`src/rtl/alu_share_arb_if.sv`:
```
// Requester, ALU-side and response signals of the shared-ALU arbiter.
// slave = arbiter side, master = requesters / ALU / response consumer side.
interface alu_share_arb_if;
  logic       req0_valid;
  logic       req0_ready;
  logic [2:0] req0_func;
  logic [3:0] req0_a;
  logic [3:0] req0_b;

  logic       req1_valid;
  logic       req1_ready;
  logic [2:0] req1_func;
  logic [3:0] req1_a;
  logic [3:0] req1_b;

  logic [2:0] alu_func;
  logic [3:0] alu_a;
  logic [3:0] alu_b;
  logic [3:0] alu_result;
  logic       alu_c;
  logic       alu_over;

  logic       rsp_valid;
  logic       rsp_ready;
  logic       rsp_id;
  logic [3:0] rsp_result;
  logic       rsp_c;
  logic       rsp_over;

  modport slave (
    input  req0_valid, req0_func, req0_a, req0_b,
    output req0_ready,
    input  req1_valid, req1_func, req1_a, req1_b,
    output req1_ready,
    output alu_func, alu_a, alu_b,
    input  alu_result, alu_c, alu_over,
    output rsp_valid, rsp_id, rsp_result, rsp_c, rsp_over,
    input  rsp_ready
  );

  modport master (
    output req0_valid, req0_func, req0_a, req0_b,
    input  req0_ready,
    output req1_valid, req1_func, req1_a, req1_b,
    input  req1_ready,
    input  alu_func, alu_a, alu_b,
    output alu_result, alu_c, alu_over,
    input  rsp_valid, rsp_id, rsp_result, rsp_c, rsp_over,
    output rsp_ready
  );
endinterface

```
`src/rtl/alu_share_arb.sv`:
```
// Two-requester arbiter/sequencer for the shared 4-bit ALU: grant, register
// operands, capture the ALU outputs one cycle later, return a tagged response.
module alu_share_arb #(
  parameter bit          RR_EN = 1'b1,
  parameter int unsigned CNT_W = 8
) (
  input  logic             clk,
  input  logic             rst,
  alu_share_arb_if.slave   bus,
  output logic [CNT_W-1:0] grant_cnt0,
  output logic [CNT_W-1:0] grant_cnt1
);

  typedef enum logic [1:0] {IDLE, EXEC, RESP} state_t;

  state_t state;
  logic   last_grant;
  logic   gnt0;
  logic   gnt1;

  // Ready is combinational and only offered in IDLE; tie break by last_grant
  // when round-robin, otherwise requester 0 always wins.
  always_comb begin
    gnt0 = '0;
    gnt1 = '0;
    if (state == IDLE && rst) begin
      if (bus.req0_valid && bus.req1_valid) begin
        if (RR_EN && !last_grant) gnt1 = '1;
        else                      gnt0 = '1;
      end else begin
        gnt0 = bus.req0_valid;
        gnt1 = bus.req1_valid;
      end
    end
  end

  assign bus.req0_ready = gnt0;
  assign bus.req1_ready = gnt1;

  always_ff @(posedge clk or negedge rst) begin
    if (!rst) begin
      state          <= IDLE;
      last_grant     <= '1;
      bus.alu_func   <= '0;
      bus.alu_a      <= '0;
      bus.alu_b      <= '0;
      bus.rsp_valid  <= '0;
      bus.rsp_id     <= '0;
      bus.rsp_result <= '0;
      bus.rsp_c      <= '0;
      bus.rsp_over   <= '0;
      grant_cnt0     <= '0;
      grant_cnt1     <= '0;
    end else begin
      case (state)
        IDLE: begin
          if (gnt0 || gnt1) begin
            bus.alu_func <= gnt1 ? bus.req1_func : bus.req0_func;
            bus.alu_a    <= gnt1 ? bus.req1_a    : bus.req0_a;
            bus.alu_b    <= gnt1 ? bus.req1_b    : bus.req0_b;
            last_grant   <= gnt1;
            state        <= EXEC;
            if (gnt0 && grant_cnt0 != '1) grant_cnt0 <= grant_cnt0 + CNT_W'(1);
            if (gnt1 && grant_cnt1 != '1) grant_cnt1 <= grant_cnt1 + CNT_W'(1);
          end
        end
        EXEC: begin
          bus.rsp_result <= bus.alu_result;
          bus.rsp_c      <= bus.alu_c;
          bus.rsp_over   <= bus.alu_over;
          bus.rsp_id     <= last_grant;
          bus.rsp_valid  <= '1;
          state          <= RESP;
        end
        RESP: begin
          if (bus.rsp_ready) begin
            bus.rsp_valid <= '0;
            state         <= IDLE;
          end
        end
        default: state <= IDLE;
      endcase
    end
  end

endmodule

```
`src/flat_wrapper.sv`:
```
// flat-port wrapper written by rule: the top's interface ports become plain ports
module alu_share_arb_flat 
#(
  parameter bit          RR_EN = 1'b1,
  parameter int unsigned CNT_W = 8
)
  (clk, rst, grant_cnt0, grant_cnt1, bus_req0_valid, bus_req0_func, bus_req0_a, bus_req0_b, bus_req0_ready, bus_req1_valid, bus_req1_func, bus_req1_a, bus_req1_b, bus_req1_ready, bus_alu_func, bus_alu_a, bus_alu_b, bus_alu_result, bus_alu_c, bus_alu_over, bus_rsp_valid, bus_rsp_id, bus_rsp_result, bus_rsp_c, bus_rsp_over, bus_rsp_ready);
  alu_share_arb_if bus_i ();
  input  logic clk;
  input  logic rst;
  output logic [CNT_W-1:0] grant_cnt0;
  output logic [CNT_W-1:0] grant_cnt1;
  input wire logic [$bits(bus_i.req0_valid)-1:0] bus_req0_valid;
  input wire logic [$bits(bus_i.req0_func)-1:0] bus_req0_func;
  input wire logic [$bits(bus_i.req0_a)-1:0] bus_req0_a;
  input wire logic [$bits(bus_i.req0_b)-1:0] bus_req0_b;
  output wire logic [$bits(bus_i.req0_ready)-1:0] bus_req0_ready;
  input wire logic [$bits(bus_i.req1_valid)-1:0] bus_req1_valid;
  input wire logic [$bits(bus_i.req1_func)-1:0] bus_req1_func;
  input wire logic [$bits(bus_i.req1_a)-1:0] bus_req1_a;
  input wire logic [$bits(bus_i.req1_b)-1:0] bus_req1_b;
  output wire logic [$bits(bus_i.req1_ready)-1:0] bus_req1_ready;
  output wire logic [$bits(bus_i.alu_func)-1:0] bus_alu_func;
  output wire logic [$bits(bus_i.alu_a)-1:0] bus_alu_a;
  output wire logic [$bits(bus_i.alu_b)-1:0] bus_alu_b;
  input wire logic [$bits(bus_i.alu_result)-1:0] bus_alu_result;
  input wire logic [$bits(bus_i.alu_c)-1:0] bus_alu_c;
  input wire logic [$bits(bus_i.alu_over)-1:0] bus_alu_over;
  output wire logic [$bits(bus_i.rsp_valid)-1:0] bus_rsp_valid;
  output wire logic [$bits(bus_i.rsp_id)-1:0] bus_rsp_id;
  output wire logic [$bits(bus_i.rsp_result)-1:0] bus_rsp_result;
  output wire logic [$bits(bus_i.rsp_c)-1:0] bus_rsp_c;
  output wire logic [$bits(bus_i.rsp_over)-1:0] bus_rsp_over;
  input wire logic [$bits(bus_i.rsp_ready)-1:0] bus_rsp_ready;
  assign bus_i.req0_valid = bus_req0_valid;
  assign bus_i.req0_func = bus_req0_func;
  assign bus_i.req0_a = bus_req0_a;
  assign bus_i.req0_b = bus_req0_b;
  assign bus_req0_ready = bus_i.req0_ready;
  assign bus_i.req1_valid = bus_req1_valid;
  assign bus_i.req1_func = bus_req1_func;
  assign bus_i.req1_a = bus_req1_a;
  assign bus_i.req1_b = bus_req1_b;
  assign bus_req1_ready = bus_i.req1_ready;
  assign bus_alu_func = bus_i.alu_func;
  assign bus_alu_a = bus_i.alu_a;
  assign bus_alu_b = bus_i.alu_b;
  assign bus_i.alu_result = bus_alu_result;
  assign bus_i.alu_c = bus_alu_c;
  assign bus_i.alu_over = bus_alu_over;
  assign bus_rsp_valid = bus_i.rsp_valid;
  assign bus_rsp_id = bus_i.rsp_id;
  assign bus_rsp_result = bus_i.rsp_result;
  assign bus_rsp_c = bus_i.rsp_c;
  assign bus_rsp_over = bus_i.rsp_over;
  assign bus_i.rsp_ready = bus_rsp_ready;
  alu_share_arb #(.RR_EN(RR_EN), .CNT_W(CNT_W)) u_core (.clk(clk), .rst(rst), .bus(bus_i), .grant_cnt0(grant_cnt0), .grant_cnt1(grant_cnt1));
endmodule
```
`config.mk`:
```
export PLATFORM = sky130hd
export DESIGN_NAME = alu_share_arb_flat
export DESIGN_NICKNAME = d
export VERILOG_FILES = /design/src/rtl/alu_share_arb_if.sv /design/src/rtl/alu_share_arb.sv /design/src/flat_wrapper.sv
export SDC_FILE = /design/constraint.sdc
export NUM_CORES = 1
export LEC_CHECK = 0
export BUFFER_PORTS_ARGS = -buffer_cell sky130_fd_sc_hd__buf_2
export CAP_MARGIN = 25
export CORE_UTILIZATION = 48
export DETAILED_ROUTE_END_ITERATION = 10
export GPL_ROUTABILITY_DRIVEN = 0
export PLACE_DENSITY = 0.87
export SYNTH_ARGS = -nofsm -noshare
export SYNTH_HDL_FRONTEND = slang
export SYNTH_SLANG_ARGS = --single-unit
```
`constraint.sdc`:
```
create_clock -name clk -period 2 [get_ports clk]
set_input_delay 0.2 -clock clk [delete_from_list [all_inputs] [get_ports clk]]
set_output_delay 0.2 -clock clk [all_outputs]
set_load 0.02 [all_outputs]
```
==> results of run 1 <==
final cells by class:
type | count | share of cell area (%)
clock buffers | 5 | 2.90
multi-input cells | 120 | 33.6
well taps | 46 | 2.43
flip-flops and latches | 38 | 40.2
inverters | 6 | 0.950
repair buffers | 77 | 17.1
clock inverters | 3 | 2.90
worst max-delay path: cells and delay by family (launching register included):
family                 cells  cell delay [ns]
DFF                        1             0.44
and+or+nand+nor            2             0.44
buffers and inverters      3             0.47
synth_stat cells, drive strengths merged:
| cell | instances |
|---|---|
| dfrtp | 37 |
| nand2 | 32 |
| nor2 | 20 |
| mux2 | 17 |
| a31oi | 12 |
| inv | 6 |
| nand3 | 5 |
| nand4 | 5 |
| o21ai | 5 |
| nand2b | 4 |
| xor2 | 4 |
| buf | 3 |
| a2111oi | 2 |
| a21oi | 2 |
| clkbuf | 2 |
| ha | 2 |
| nor3 | 2 |
| a21o | 1 |
| and3 | 1 |
| dfstp | 1 |
| mux2i | 1 |
| nor2b | 1 |
| nor3b | 1 |
| nor4 | 1 |
| o21a | 1 |
| xnor2 | 1 |
power by group:
part           leakage [nW]  internal, mW  total, mW  switching [mW]
Sequential            0.452          1.07       1.30           0.235
Clock                0.0683         0.499      0.772           0.273
Combinational         0.638         0.505       1.30           0.790
worst paths after layout:
check                                               from                        to  slack, ns  cells past startpoint
worst max register to register           u_core.state[0]      u_core.grant_cnt1[1]       0.21                      5
worst max-delay path                     u_core.state[0]            bus_req1_ready       0.16                      5
worst min register to register  u_core.bus.rsp_result[2]  u_core.bus.rsp_result[2]       0.50                      1
worst min-delay path                                 rst      u_core.grant_cnt0[4]      -0.01                      2
min in group clk                       bus_alu_result[1]  u_core.bus.rsp_result[1]       0.14                      2
max in group asynchronous                            rst         u_core.last_grant       1.66                      2
layer usage:
| metal | track usage, % | vias to the layer above | part of all wire, % |
|---|---|---|---|
| li1 | - | 740 | - |
| met1 | 23.7 | 704 | 42 |
| met2 | 33.6 | 54 | 50 |
| met3 | 5.07 | 9 | 5.7 |
| met4 | 10.8 | 0 | 2.3 |
| met5 | 0 | - | 0 |
what timing repair did:
item | CTS | global route
endpoints found under the setup margin | 0 | 1
buffers inserted | 0 | 4
hold buffers | 0 | 0
per-stage QoR:
step           setup slack (ns)  util [%]  hold slack (ns)
3_5_place_dp              0.248      63.5            0.318
2_1_floorplan             0.399         -          -0.0956
5_1_grt                  0.0659      68.4           0.0217
4_1_cts                0.000639      67.5          0.00581
3_3_place_gp              0.311      63.5            0.323
6_report                  0.163      68.4          -0.0130
registers in the layout, summed over array words and instances, names as in the netlist:
| register | cells |
|---|---|
| u_core.bus.rsp_id | 1 |
| u_core.last_grant | 1 |
| u_core.bus.alu_func | 3 |
| u_core.bus.rsp_over | 1 |
| u_core.bus.alu_b | 4 |
| u_core.grant_cnt0 | 8 |
| u_core.bus.rsp_c | 1 |
| u_core.grant_cnt1 | 8 |
| u_core.bus.rsp_result | 4 |
| u_core.state | 2 |
| u_core.bus.rsp_valid | 1 |
| u_core.bus.alu_a | 4 |
cell families (layout without fill, tap and decap cells):
family	after synthesis	after routing	synth area share [%]
buf+inv	11	91	2.65
xor+xnor	5	5	2.44
simple gates	72	72	19.9
flops	38	38	53.0
fa+ha+maj	2	2	1.39
mux	18	18	11.2
compound gates	23	23	9.34
==> flow_summary.ini, run 1 <==
[floorplanning]
rows = 21
die_h_um = 63.2
die-area_um2 = 3990
pin_count = 70
initial_core_util_pct = 51.8
die_x_um = 63.2
core-area_um2 = 3470

[clock_network]
clkLatencyLatePin_ns = 0.29
cts_buffer_depth = 2
cts_tree = built
cts_made_buffers = 5
post_cts_resized = 0
htree_levels = 2
cts_sinks = 38
cts-root-buf = clkbuf_8
clkTransAtPathRegs_ns = 0.07

[timing]
post-route-period-util_pct = 91.8
grt_setup_unrepaired = no
report.final.setup_viol = 0
hold_slack_ns = -0.0130
setup_tns_ns = 0
finalClockSkew_ns = 0.00340
maxSlewHeadroom_pct = 55.6
fmax_ghz = 0.544
worst_pin_slew_ns = 0.664
hold_viol = 12
min_period_ns = 1.84
finalMaxSlewViolations = 0

[finish]
final_nets = 283
n_antenna_cell = 0
postLayoutCellArea_um2 = 2370
syn_to_final_growth_pct = 32.1
final_common_cell = buf_2
final_cell_mix = 69 x buf_2, 37 x dfrtp_1, 32 x nand2_1, 19 x nor2_1, 12 x a31oi_1
final_cells = 295
fillers = 282
regArea_um2 = 952
multiInputGateArea_um2 = 796
drive_above_1_share_pct = 41.4

[setup_path]
worstSetupPathType = flop to primary output
worstPathMaxFanout = 12
crit_required_ns = 1.80
end_kind = primary output
cp_slowest_cell = dfrtp_1
startpoint_type = flop
slowest_delay_ns = 0.44
crit_arrival_ns = 1.64
critical_path.cell_chain = nor3b_4, nand3_4, inv_2, buf_4, buf_2

[global_route]
grt_pass1_vias = 1383
grt_max_degree = 39
grt_pass1_wl_um = 6130
antenna_found_initial = 0
gr-total-overflow = 0
grt_usage_pct = 20.2

[drt]
drt.antenna.violating_nets = 0
detail_route.first_pass.iterations = 4
num_vias = 1507
route.detailed.drc = 0
routed_via_density = 5.11
wire_per_inst_um = 12.7
wl_um = 3730
first_iter_violations = 75

[yosys]
yosysSeqAreaShare_pct = 53.0
synth.distinct_cells = 32
syn-cell-area_um2 = 1800
synth_top_cell_area_share_pct = 51.6
yosys_warnings = 0
syn_area_per_cell_um2 = 10.6
synth_fp_nets = 204
synthCells = 169
ys_top_cells_by_area = dfrtp_1 52%, nand2_1 6.7%, mux2_2 5.6%, mux2_1 5.0%, a31oi_1 4.2%
synth_seq_cells = 38
yosys.area.top_type = dfrtp_1

[power]
ir_drop_uv = 793
power_density_nw_per_um2 = 1420
power.leakage_nw = 1.16
power_mw = 3.37

[placement]
placement.io_buffers = 69
dp_hpwl_um = 2800
place_area_um2 = 2200
dp_cells = 283

[job]
drv_cap = 0

[outcome]
failed_checks = hold timing
status = finished with violations

[hold_path]
hold_path.class = input port to asynchronous set/reset pin
Power figures use the tool's default switching activity.
==> run 2: changes to the inputs <==
--- a/config.mk
+++ b/config.mk
@@ -5,12 +5,13 @@
 export SDC_FILE = /design/constraint.sdc
 export NUM_CORES = 1
 export LEC_CHECK = 0
+export ABC_AREA = 1
 export BUFFER_PORTS_ARGS = -buffer_cell sky130_fd_sc_hd__buf_2
 export CAP_MARGIN = 25
-export CORE_UTILIZATION = 48
+export CORE_UTILIZATION = 50
 export DETAILED_ROUTE_END_ITERATION = 10
 export GPL_ROUTABILITY_DRIVEN = 0
-export PLACE_DENSITY = 0.87
+export PLACE_DENSITY = 0.88
 export SYNTH_ARGS = -nofsm -noshare
 export SYNTH_HDL_FRONTEND = slang
 export SYNTH_SLANG_ARGS = --single-unit
==> flow_summary.ini, run 2 <==
[setup_path]
startpoint_type = flop
end_kind = primary output
cp_top_family = simple AND/OR/NAND/NOR gates
slowest_delay_ns = 0.42
cp_slowest_cell = dfrtp_1
r2r_start = u_core.last_grant
worstSetupPathType = flop to primary output
reg2reg_slack_ns = 0.49
worstPathMaxFanout = 14
startpoint = u_core.state[1]
critPathBufInv = 3
crit_arrival_ns = 1.48
cpMostUsedCell = nand2_1
crit_required_ns = 1.80
critical_path.cell_chain = inv_2, nand2_1, nor2_4, nand2_1, inv_1, buf_2

[finish]
postLayoutCellArea_um2 = 2520
drive_above_1_share_pct = 24.3
final_common_cell = nand2_1
fin_util_pct = 66.7
n_antenna_cell = 0
final_cell_mix = 138 x nand2_1, 69 x buf_2, 38 x inv_1, 37 x dfrtp_1, 29 x nand3_1
syn_to_final_growth_pct = 24.4
fillers = 336
top_regs = u_core.grant_cnt0 x8, u_core.grant_cnt1 x8
final_nets = 396

[outcome]
failed_checks = hold timing
status = finished with violations

[yosys]
synth_edf_count = 0
synthCells = 287
netlist_top_cells_count = 138 x nand2_1, 38 x inv_1, 37 x dfrtp_1
yosysSeqAreaShare_pct = 47.1
synth_fp_nets = 322
syn-cell-area_um2 = 2020
async_reset_ff_share_pct = 100
ys.flop_type = dfrtp_1
yosysMostFrequentCell = nand2_1
synth_seq_cells = 38
ys_top_cells_by_area = dfrtp_1 46%, nand2_1 26%, nand3_1 7.2%, inv_1 7.1%, nor2_1 2.2%
synth_top_cell_area_share_pct = 45.8
yosys.area.top_type = dfrtp_1
synth.distinct_cells = 17
yosys_warnings = 0
syn_area_per_cell_um2 = 7.05

[floorplanning]
die_h_um = 65.6
die_x_um = 65.6
rows = 22
pin_count = 70
die-area_um2 = 4300
core-area_um2 = 3770
initial_core_util_pct = 53.6

[timing]
worst_pin_slew_ns = 0.507
grt_setup_unrepaired = no
report.final.setup_viol = 0
fmax_ghz = 0.594
hold_slack_ns = -0.00791
min_period_ns = 1.68
maxSlewHeadroom_pct = 66.2
hold_viol = 16
finalClockSkew_ns = 0.00403
setup_tns_ns = 0
finalMaxSlewViolations = 0
post-route-period-util_pct = 84.2

[global_route]
grt_usage_pct = 22.3
antenna_found_initial = 0
grt_pass1_wl_um = 7310
grt_max_degree = 39
grt_pass1_vias = 1734
gr-total-overflow = 0

[power]
power_mw = 2.98
power_density_nw_per_um2 = 1190
power.leakage_nw = 1.54
ir_drop_uv = 876

[drt]
route.detailed.drc = 0
first_iter_violations = 114
detail_route.first_pass.iterations = 4
routed_via_density = 4.75
drt.antenna.violating_nets = 0
num_vias = 1949
wl_um = 4270
wire_per_inst_um = 10.4

[clock_network]
cts_made_buffers = 5
post_cts_resized = 0
htree_levels = 2
clkLatencyLatePin_ns = 0.29
postCtsSetupRepairBufs = 0
clkTransAtPathRegs_ns = 0.07
cts_hold_buf = 0
cts_buffer_depth = 2
cts_tree = built
cts-root-buf = clkbuf_8
cts_sinks = 38

[placement]
dp_hpwl_um = 3100
place_area_um2 = 2420
placement.io_buffers = 69

[hold_path]
hold_path.class = input port to asynchronous set/reset pin

[job]
drv_cap = 0
run 2: cell types whose count changed after synthesis, sizes merged, moves of 3 or more:
cell | before | now
a31oi | 12 | 0
inv | 6 | 40
mux2 | 17 | 0
nand2 | 32 | 138
nand2b | 4 | 0
nand3 | 5 | 29
nand3b | 0 | 3
nand4 | 5 | 0
nor2 | 20 | 16
run 2: path summary, 6_finish.rpt:
check / to / depth (start not counted)
max: bus_req0_ready / 6
min in group clk: u_core.bus.rsp_result[3] / 3
max reg2reg: u_core.grant_cnt1[4] / 5
min reg2reg: u_core.bus.rsp_result[3] / 2
max in group asynchronous: u_core.last_grant / 2
min: u_core.bus.rsp_result[0] / 2
run 2: per-layer routing:
layer  GRT usage [%]  share of wire [%]
met5               0                  0
met4            6.52                1.1
met3            4.86                5.8
met2            40.1                 49
met1            26.4                 44
run 2: final cells by class:
class | instances | area, um^2 | area share (%)
flip-flops and latches | 38 | 952 | 37.8
multi-input cells | 203 | 891 | 35.4
repair buffers | 72 | 368 | 14.6
inverters | 41 | 154 | 6.12
clock buffers | 7 | 86.3 | 3.43
well taps | 48 | 60.1 | 2.39
clock inverters | 1 | 5.00 | 0.199
run 2: worst reg2reg max path: cells and delay by family, from the launching register on:
family | cells | cell delay (ns)
compound gates | 1 | 0.42
flops | 1 | 0.38
simple gates | 4 | 0.66
run 2: where the power goes:
part,switching [mW],internal [mW]
Sequential,0.217,1.04
Clock,0.270,0.278
Combinational,0.769,0.404
Total,1.26,1.73
run 2: cells by family (layout without fill, tap and decap cells):
kind of cell             count (synthesis)  after routing  share of synthesized area [%]
AND/OR/NAND/NOR                        186            186                           37.6
buffers and inverters                   46            121                           8.85
flip-flops                              38             38                           47.1
AO/OA/AOI/OAI                            9              9                           2.60
XOR/XNOR                                 6              6                           2.60
adder cells (fa/ha/maj)                  2              2                           1.24
run 2: per-stage QoR:
| step | setup slack (ns) | instances |
|---|---|---|
| 2_1_floorplan | 0.608 | 287 |
| 3_3_place_gp | 0.555 | 402 |
| 3_5_place_dp | 0.496 | 402 |
| 4_1_cts | 0.297 | 410 |
| 5_1_grt | 0.177 | 410 |
| 6_report | 0.315 | 410 |
